`src/rtl/mult_pkg.sv`:
```
// Shared definitions for the multiplier datapath.
// Provides the default data width, the output-register FSM state encoding
// and the source index codes used on the 3-bit select / op bus.
package mult_pkg;

    localparam int WIDTH = 16;

    typedef enum logic {
        VAZIO = 1'b0,
        CHEIO = 1'b1
    } estado_t;

    localparam logic [2:0] IDX_A = 3'd0;
    localparam logic [2:0] IDX_B = 3'd1;
    localparam logic [2:0] IDX_C = 3'd2;
    localparam logic [2:0] IDX_D = 3'd3;
    localparam logic [2:0] IDX_E = 3'd4;
    localparam logic [2:0] IDX_F = 3'd5;

endpackage

```
`src/rtl/mux_six_to_one.sv`:
```
// Six-input word selector.
// Ports:
//   sel        - source index, IDX_A..IDX_F
//   a..f       - source words
//   y          - selected word (zero for unused codes 6 and 7)
module mux_six_to_one
    import mult_pkg::*;
#(
    parameter int W = WIDTH
) (
    input  logic [2:0]   sel,
    input  logic [W-1:0] a,
    input  logic [W-1:0] b,
    input  logic [W-1:0] c,
    input  logic [W-1:0] d,
    input  logic [W-1:0] e,
    input  logic [W-1:0] f,
    output logic [W-1:0] y
);

    always_comb begin
        y = '0;
        case (sel)
            IDX_A:   y = a;
            IDX_B:   y = b;
            IDX_C:   y = c;
            IDX_D:   y = d;
            IDX_E:   y = e;
            IDX_F:   y = f;
            default: y = '0;
        endcase
    end

endmodule

```
`src/rtl/arbitro_mux_seis.sv`:
```
// Round-robin arbiter plus holding register for six data sources.
// Picks one requester per free slot, captures its word and presents it
// downstream with a valid/ready handshake.
// Ports:
//   clock, reset      - rising-edge clock, async active-high reset
//   req[5:0]          - level requests, bit i = source i (a..f)
//   a..f              - source words
//   gnt[5:0]          - one-hot grant, combinational, capture cycle only
//   op[2:0]           - index of the held word
//   saida             - held word
//   saida_valida      - held word is valid
//   saida_pronta      - consumer takes the held word this cycle
//   ocupado           - same as saida_valida
//
// state | meaning
// ------+------------------------------------------
// VAZIO | holding register empty
// CHEIO | word held, waiting for saida_pronta
module arbitro_mux_seis
    import mult_pkg::*;
#(
    parameter int WIDTH = mult_pkg::WIDTH
) (
    input  logic             clock,
    input  logic             reset,
    input  logic [5:0]       req,
    input  logic [WIDTH-1:0] a,
    input  logic [WIDTH-1:0] b,
    input  logic [WIDTH-1:0] c,
    input  logic [WIDTH-1:0] d,
    input  logic [WIDTH-1:0] e,
    input  logic [WIDTH-1:0] f,
    output logic [5:0]       gnt,
    output logic [2:0]       op,
    output logic [WIDTH-1:0] saida,
    output logic             saida_valida,
    input  logic             saida_pronta,
    output logic             ocupado
);

    // Returns {found, index}. Search starts one past the last winner and
    // wraps modulo 6, so the last winner has the lowest priority.
    function automatic logic [3:0] rr_pick(input logic [5:0] r, input logic [2:0] last);
        logic       found;
        logic [2:0] idx;
        logic [3:0] s;
        found = 1'b0;
        idx   = IDX_A;
        for (int i = 1; i <= 6; i++) begin
            s = {1'b0, last} + 4'(i);
            if (s >= 4'd6) begin
                s = s - 4'd6;
            end
            if (!found && r[s[2:0]]) begin
                found = 1'b1;
                idx   = s[2:0];
            end
        end
        return {found, idx};
    endfunction

    estado_t          state, next_state;
    logic [2:0]       ultimo;
    logic [3:0]       pick;
    logic [2:0]       vencedor;
    logic             slot_livre;
    logic             concede;
    logic [WIDTH-1:0] dado_sel;

    assign pick     = rr_pick(req, ultimo);
    assign vencedor = pick[2:0];

    mux_six_to_one #(.W(WIDTH)) u_mux (
        .sel (vencedor),
        .a   (a),
        .b   (b),
        .c   (c),
        .d   (d),
        .e   (e),
        .f   (f),
        .y   (dado_sel)
    );

    always_comb begin
        slot_livre = 1'b0;
        concede    = 1'b0;
        next_state = state;
        gnt        = 6'b000000;

        // A held word leaving this cycle frees the slot for a same-edge refill.
        slot_livre = (state == VAZIO) || saida_pronta;
        concede    = slot_livre && pick[3] && !reset;

        if (concede) begin
            gnt = 6'b000001 << vencedor;
        end

        case (state)
            VAZIO: next_state = concede ? CHEIO : VAZIO;
            CHEIO: begin
                if (slot_livre) begin
                    next_state = concede ? CHEIO : VAZIO;
                end else begin
                    next_state = CHEIO;
                end
            end
            default: next_state = VAZIO;
        endcase
    end

    always_ff @(posedge clock or posedge reset) begin
        if (reset) begin
            state  <= VAZIO;
            ultimo <= IDX_F;
            saida  <= '0;
            op     <= IDX_A;
        end else begin
            state <= next_state;
            if (concede) begin
                saida  <= dado_sel;
                op     <= vencedor;
                ultimo <= vencedor;
            end
        end
    end

    assign saida_valida = (state == CHEIO);
    assign ocupado      = saida_valida;

endmodule

```
`config.mk`:
```
export PLATFORM = sky130hd
export DESIGN_NAME = arbitro_mux_seis
export DESIGN_NICKNAME = d
export VERILOG_FILES = /design/src/rtl/mult_pkg.sv /design/src/rtl/mux_six_to_one.sv /design/src/rtl/arbitro_mux_seis.sv
export SDC_FILE = /design/constraint.sdc
export NUM_CORES = 1
export LEC_CHECK = 0
export CORE_MARGIN = 2
export CORE_UTILIZATION = 35
export CTS_CLUSTER_SIZE = 30
export DETAILED_ROUTE_END_ITERATION = 7
export GPL_ROUTABILITY_DRIVEN = 0
export GPL_TIMING_DRIVEN = 0
export HOLD_SLACK_MARGIN = 0.06
export PLACE_DENSITY = 0.7
export SYNTH_ARGS = -nofsm -noshare
export SYNTH_HDL_FRONTEND = slang
export SYNTH_SLANG_ARGS = --single-unit
```
`constraint.sdc`:
```
create_clock -name clock -period 7.05 [get_ports clock]
set_input_delay 2.115 -clock clock [delete_from_list [all_inputs] [get_ports clock]]
set_output_delay 2.115 -clock clock [all_outputs]
set_load 0.01 [all_outputs]
```
---- Yosys cells after proc, flatten, opt, wreduce, memory -nomap -nowiden ----
Index checks and enable logic that the tools add are counted.
Widths: inputs -> output; s select.
cells by class
  eq/ne operators ......................... 5
  multiplexer cells ....................... 35
  bitwise gates (word level) .............. 1
  shift operators ......................... 1
  order comparisons ....................... 12
  reduce and logical (&&, ||, !) cells .... 15
  $add $sub $neg .......................... 12
operators with widths
  cell                 number
  $pmux 16 s6          1
  $mux 3               12
  $ge 4x3->1 const B   6
  $lt 3x4->1 const B   6
  $bmux 1 s3           6
  $sub 3x3->3 const B  6
  $mux 1               14
  $add 3x3->4 const B  3
  $add 3x2->4 const B  2
  $logic_and 1x1->1    7
  $eq 3x2->1 const B   2
  $eq 3x3->1 const B   2
  $logic_not 1->1      6
  $mux 6               1
  $shl 1x3->6 const A  1
  $add 3x1->4 const B  1
  $eq 3x1->1 const B   1
  $logic_not 3->1      1
  $pmux 1 s2           1
  $logic_or 1x1->1     1
  $not 1->1            1
storage, ports and cells
  output and inout bits ................... 27
  input bits .............................. 105
  register bits ........................... 23
  logic and storage cells ................. 85

---- Depth between registers and ports, before layout ----
  depth in word-level cells ............... 26
  depth in mapped cells ................... 17
  depth with buffers taken out ............ 11

---- By module ----
From an unflattened synthesis, not the netlist that was laid out.
second synthesis, totals
  cell total of the unflattened synthesis .. 284
  area total of the unflattened synthesis .. 2890.3 um2
modules (own cells, without submodules)
  module            instances  area an instance (um2)  cells an instance
  arbitro_mux_seis  1          2052.0                  182
  mux_six_to_one    1          838.3                   102

---- Worst setup path before layout ----
Ideal clock, no wire load.
  path kind ............................... input to output
  start point ............................. input req[0]
  end point ............................... output gnt[1]
  required time ........................... 4935 ps
  stages .................................. 9
  arrival time ............................ 4434 ps
  slack ................................... 501 ps
  path through ............................ mux2_2 and2_1 a211o_1 or4b_1 buf_2 a32oi_2 buf_6 buf_4 nor3b_1
between the ends
  longest elaborated chain between the ends .. 21
  elaborated cells on any way between the ends .. 38
ends and longest elaborated chain
  item                            line                    RTL
  from (decl)                     arbitro_mux_seis.sv:26  input logic [5:0] req,
  $bmux 1 s3                      arbitro_mux_seis.sv:54  if (!found && r[s[2:0]]) begin
  $mux 1 (not written as such)    arbitro_mux_seis.sv:54
  $mux 1                          arbitro_mux_seis.sv:54
  $logic_not 1->1                 arbitro_mux_seis.sv:54
  $logic_and 1x1->1               arbitro_mux_seis.sv:54
  $mux 1                          arbitro_mux_seis.sv:54
  $logic_not 1->1                 arbitro_mux_seis.sv:54
  $logic_and 1x1->1               arbitro_mux_seis.sv:54
  (+4 left out)                   n/a
  $logic_not 1->1                 arbitro_mux_seis.sv:54
  $logic_and 1x1->1               arbitro_mux_seis.sv:54
  $mux 1                          arbitro_mux_seis.sv:54
  $logic_not 1->1                 arbitro_mux_seis.sv:54
  $logic_and 1x1->1               arbitro_mux_seis.sv:54
  $mux 1                          arbitro_mux_seis.sv:54
  $logic_and 1x1->1 (2 in a row)  arbitro_mux_seis.sv:92  concede = slot_livre && pick[3] && !reset;
  $mux 6 *                        arbitro_mux_seis.sv:94  if (concede) begin
  to (decl)                       arbitro_mux_seis.sv:33  output logic [5:0] gnt,
Mark *: on every way between the ends. The rest lies on a longest branch, timed or not. The select of a mux whose other input is x is not followed.

---- Final worst setup path ----
  start point ............................. input req[0]
  end point ............................... output gnt[2]
The elaborated chain is that of the path after synthesis.

==> impl_metrics.ini <==
[status]
outcome = completed

[clock_tree]
holdBufCountCts = 0
cts_buffers = 3
htree_levels = 1
cts_tree = yes
clk_pin_slew_ns = 0.08
cts_max_path_buffers = 2
clockRootBuffer = clkbuf_8
clock_latency_ns = 0.27
cts.sinks = 22

[timing]
fin_crit_sh_pct = 97.8
skew_ns = 0.00488
setup_tns_ns = 0
setup_viol = 0
timing_worst_slew_pin_value_ns = 0.901
drv_slew = 0
setup_ws_ns = 0.154
max_slew_margin_pct = 39.9
min_period_ns = 6.90
fmaxAchievable_ghz = 0.145
hold_viol_final = 0
rsz0062_at_grt = no

[final_layout]
final_nets = 575
drive_gt1_share_pct = 11.7
final_util_pct = 56.8
n_antenna_cell = 0
syn_to_final_growth_pct = 57.7

[synth]
synth_common_cells = mux2i_1 (61), nor3_1 (40), nor2_1 (30), dfrtp_1 (20)
syn_nets = 436
synth_edf_count = 0
synth_top_family_by_area = multiplexers
synth_mux_area_share_pct = 23.3
synthXorXnorAreaFrac_pct = 2.80
ys_warn_count = 0
syn_area_um2 = 2770
yosysTopAreaCell = mux2i_1
synth_area_leaders = mux2i_1 (22%), dfrtp_1 (18%), nor3_1 (7.2%)
synth-simple-area-share_pct = 19.5
ys_seq_area_share_pct = 20.0
synthFlopType = dfrtp_1
synth.most_common_cell = mux2i_1
ys_ff_latch = 22
avgSynthCellArea_um2 = 8.60
netlist_instances = 322
ys_types = 61
synth-adder-area-share_pct = 4.07
synth_top_cell_area_share_pct = 22.0
synth_compound_area_share_pct = 22.6
synthArstFlopShare_pct = 100

[place]
dp_slack_ns = -0.819
io_buffers = 131
dp_hpwl_mm = 7.73

[route]
drtPass1Iterations = 4
antenna_left = 0
drt-total-wl_mm = 9.60
route.detailed.drc = 0
dr.first_iter.drc_count = 77
viasPerCell = 5.48
wl_per_cell_um = 17.1
vias = 3080

[hold_path]
hold_path_startpoint = op[0]
min_path_cells = 2
hold_class = flip-flop to flip-flop
whs_endpoint = op[0]

[setup_path]
cp-end-kind = output pin
critical_path_class = primary input to output pin
reg2reg_depth = 17
timing.rr.start = ultimo[0]
cp-start-kind = primary input
reg2reg_slack_ns = 1.96
crit_fanout = 19
r2r-end = saida[4]
cp.required_ns = 4.93
cp.arrival_ns = 4.78

[global_routing]
antenna_found_initial = 0
overflow = 0
grt_pass1_wl_mm = 15.0
grt_max_degree = 23
grt_pass1_vias = 3159
grt_util_all_layers_pct = 21.7

[floorplanning]
core_um2 = 7690
rows = 32
die_y_um = 93.0
io_pins = 132
die_w_um = 93.0
dieArea_um2 = 8640
start_util_pct = 36.0

[run]
cap_violations = 0
area by class of cell:
class	instances	area [µm²]
buffer	26	178
inverter	8	30.0
timing repair buffer	137	1340
clock buffer	4	55.1
fill	695	3320
sequential	22	553
tap	102	128
multi-input combinational	263	2080
routing by layer:
| layer | GRT usage (%) | part of all wire (%) |
|---|---|---|
| met1 | 24.7 | 40 |
| met2 | 41.4 | 53 |
| met3 | 3.50 | 5.4 |
| met4 | 5.88 | 2.3 |
| met5 | 0 | 0 |
cell families (layout without fill, tap and decap cells):
family	count (synthesis)	count (layout)
adder cells (fa/ha/maj)	9	9
AND/OR/NAND/NOR	111	111
flip-flops	22	22
multiplexers	64	64
XOR/XNOR	8	8
AO/OA/AOI/OAI	71	71
buffers and inverters	37	175
worst max-delay path, cell delays in order:
cell             delay [ns]
dlygate4sd2_1          0.30
mux2_4                 0.31
nand2_1                0.09
mux2i_1                0.11
a221oi_2               0.33
or4b_1                 0.47
clkbuf_4               0.20
o21a_1                 0.19
buf_4                  0.20
nor3_1                 0.19
clkdlybuf4s15_2        0.25
through the flow:
| step | hold slack [ns] | area [µm²] | cells |
|---|---|---|---|
| floorplan | 0.515 | 2770 | 322 |
| global placement | 0.463 | 4210 | 555 |
| detailed placement | 0.465 | 4210 | 555 |
| CTS | 0.484 | 4350 | 560 |
| global route | 0.511 | 4370 | 562 |
| finish | 0.479 | 4370 | 562 |
cells in the final DEF (no fill, tap or decap), types with 3 or more instances in the layout:
master | Yosys | final
clkdlybuf4s50_1 | 0 | 119
a211o_1 | 3 | 3
a21oi_1 | 7 | 6
clkbuf_1 | 13 | 10
mux2i_1 | 61 | 58
nor2b_1 | 3 | 3
inv_1 | 8 | 8
ha_1 | 9 | 9
dfrtp_1 | 20 | 20
or3_1 | 4 | 4
nand3_1 | 3 | 3
dlygate4sd2_1 | 0 | 6
a21o_1 | 4 | 4
nor2_1 | 30 | 30
xnor2_1 | 6 | 6
a31o_2 | 3 | 3
clkbuf_2 | 0 | 4
buf_6 | 4 | 4
clkbuf_8 | 0 | 4
and2_1 | 3 | 3
a2111o_1 | 16 | 16
buf_4 | 5 | 11
o21ai_0 | 8 | 8
nor3_1 | 40 | 39
nand2_1 | 16 | 16
clkdlybuf4s15_2 | 0 | 3
nand2b_1 | 3 | 3
mux2i_4 | 0 | 3
worst max path at each step:
stage               cells past startpoint    from  slack, ns      to
floorplan                               9  req[0]       0.50  gnt[1]
global placement                       13  req[5]      -0.75  gnt[5]
detailed placement                     12  req[5]      -0.82  gnt[2]
CTS                                    11  req[1]       0.13  gnt[5]
global route                           11  req[0]       0.01  gnt[2]
finish                                 11  req[0]       0.15  gnt[2]
state kept, by name, summed over array words and instances, names as in the netlist:
| register | flops |
|---|---|
| ultimo | 2 |
| saida | 16 |
| ocupado | 1 |
| op | 3 |
timing repair:
action / 4_1_cts / 5_1_grt
setup buffers: 4 / 2
endpoints found under the setup margin: 6 / 6
pin swaps: 1 / 3
gates resized for setup: 33 / 10
Power is not shown: default switching activity piles up to over one toggle a cycle in this logic, so the estimate is an artifact.
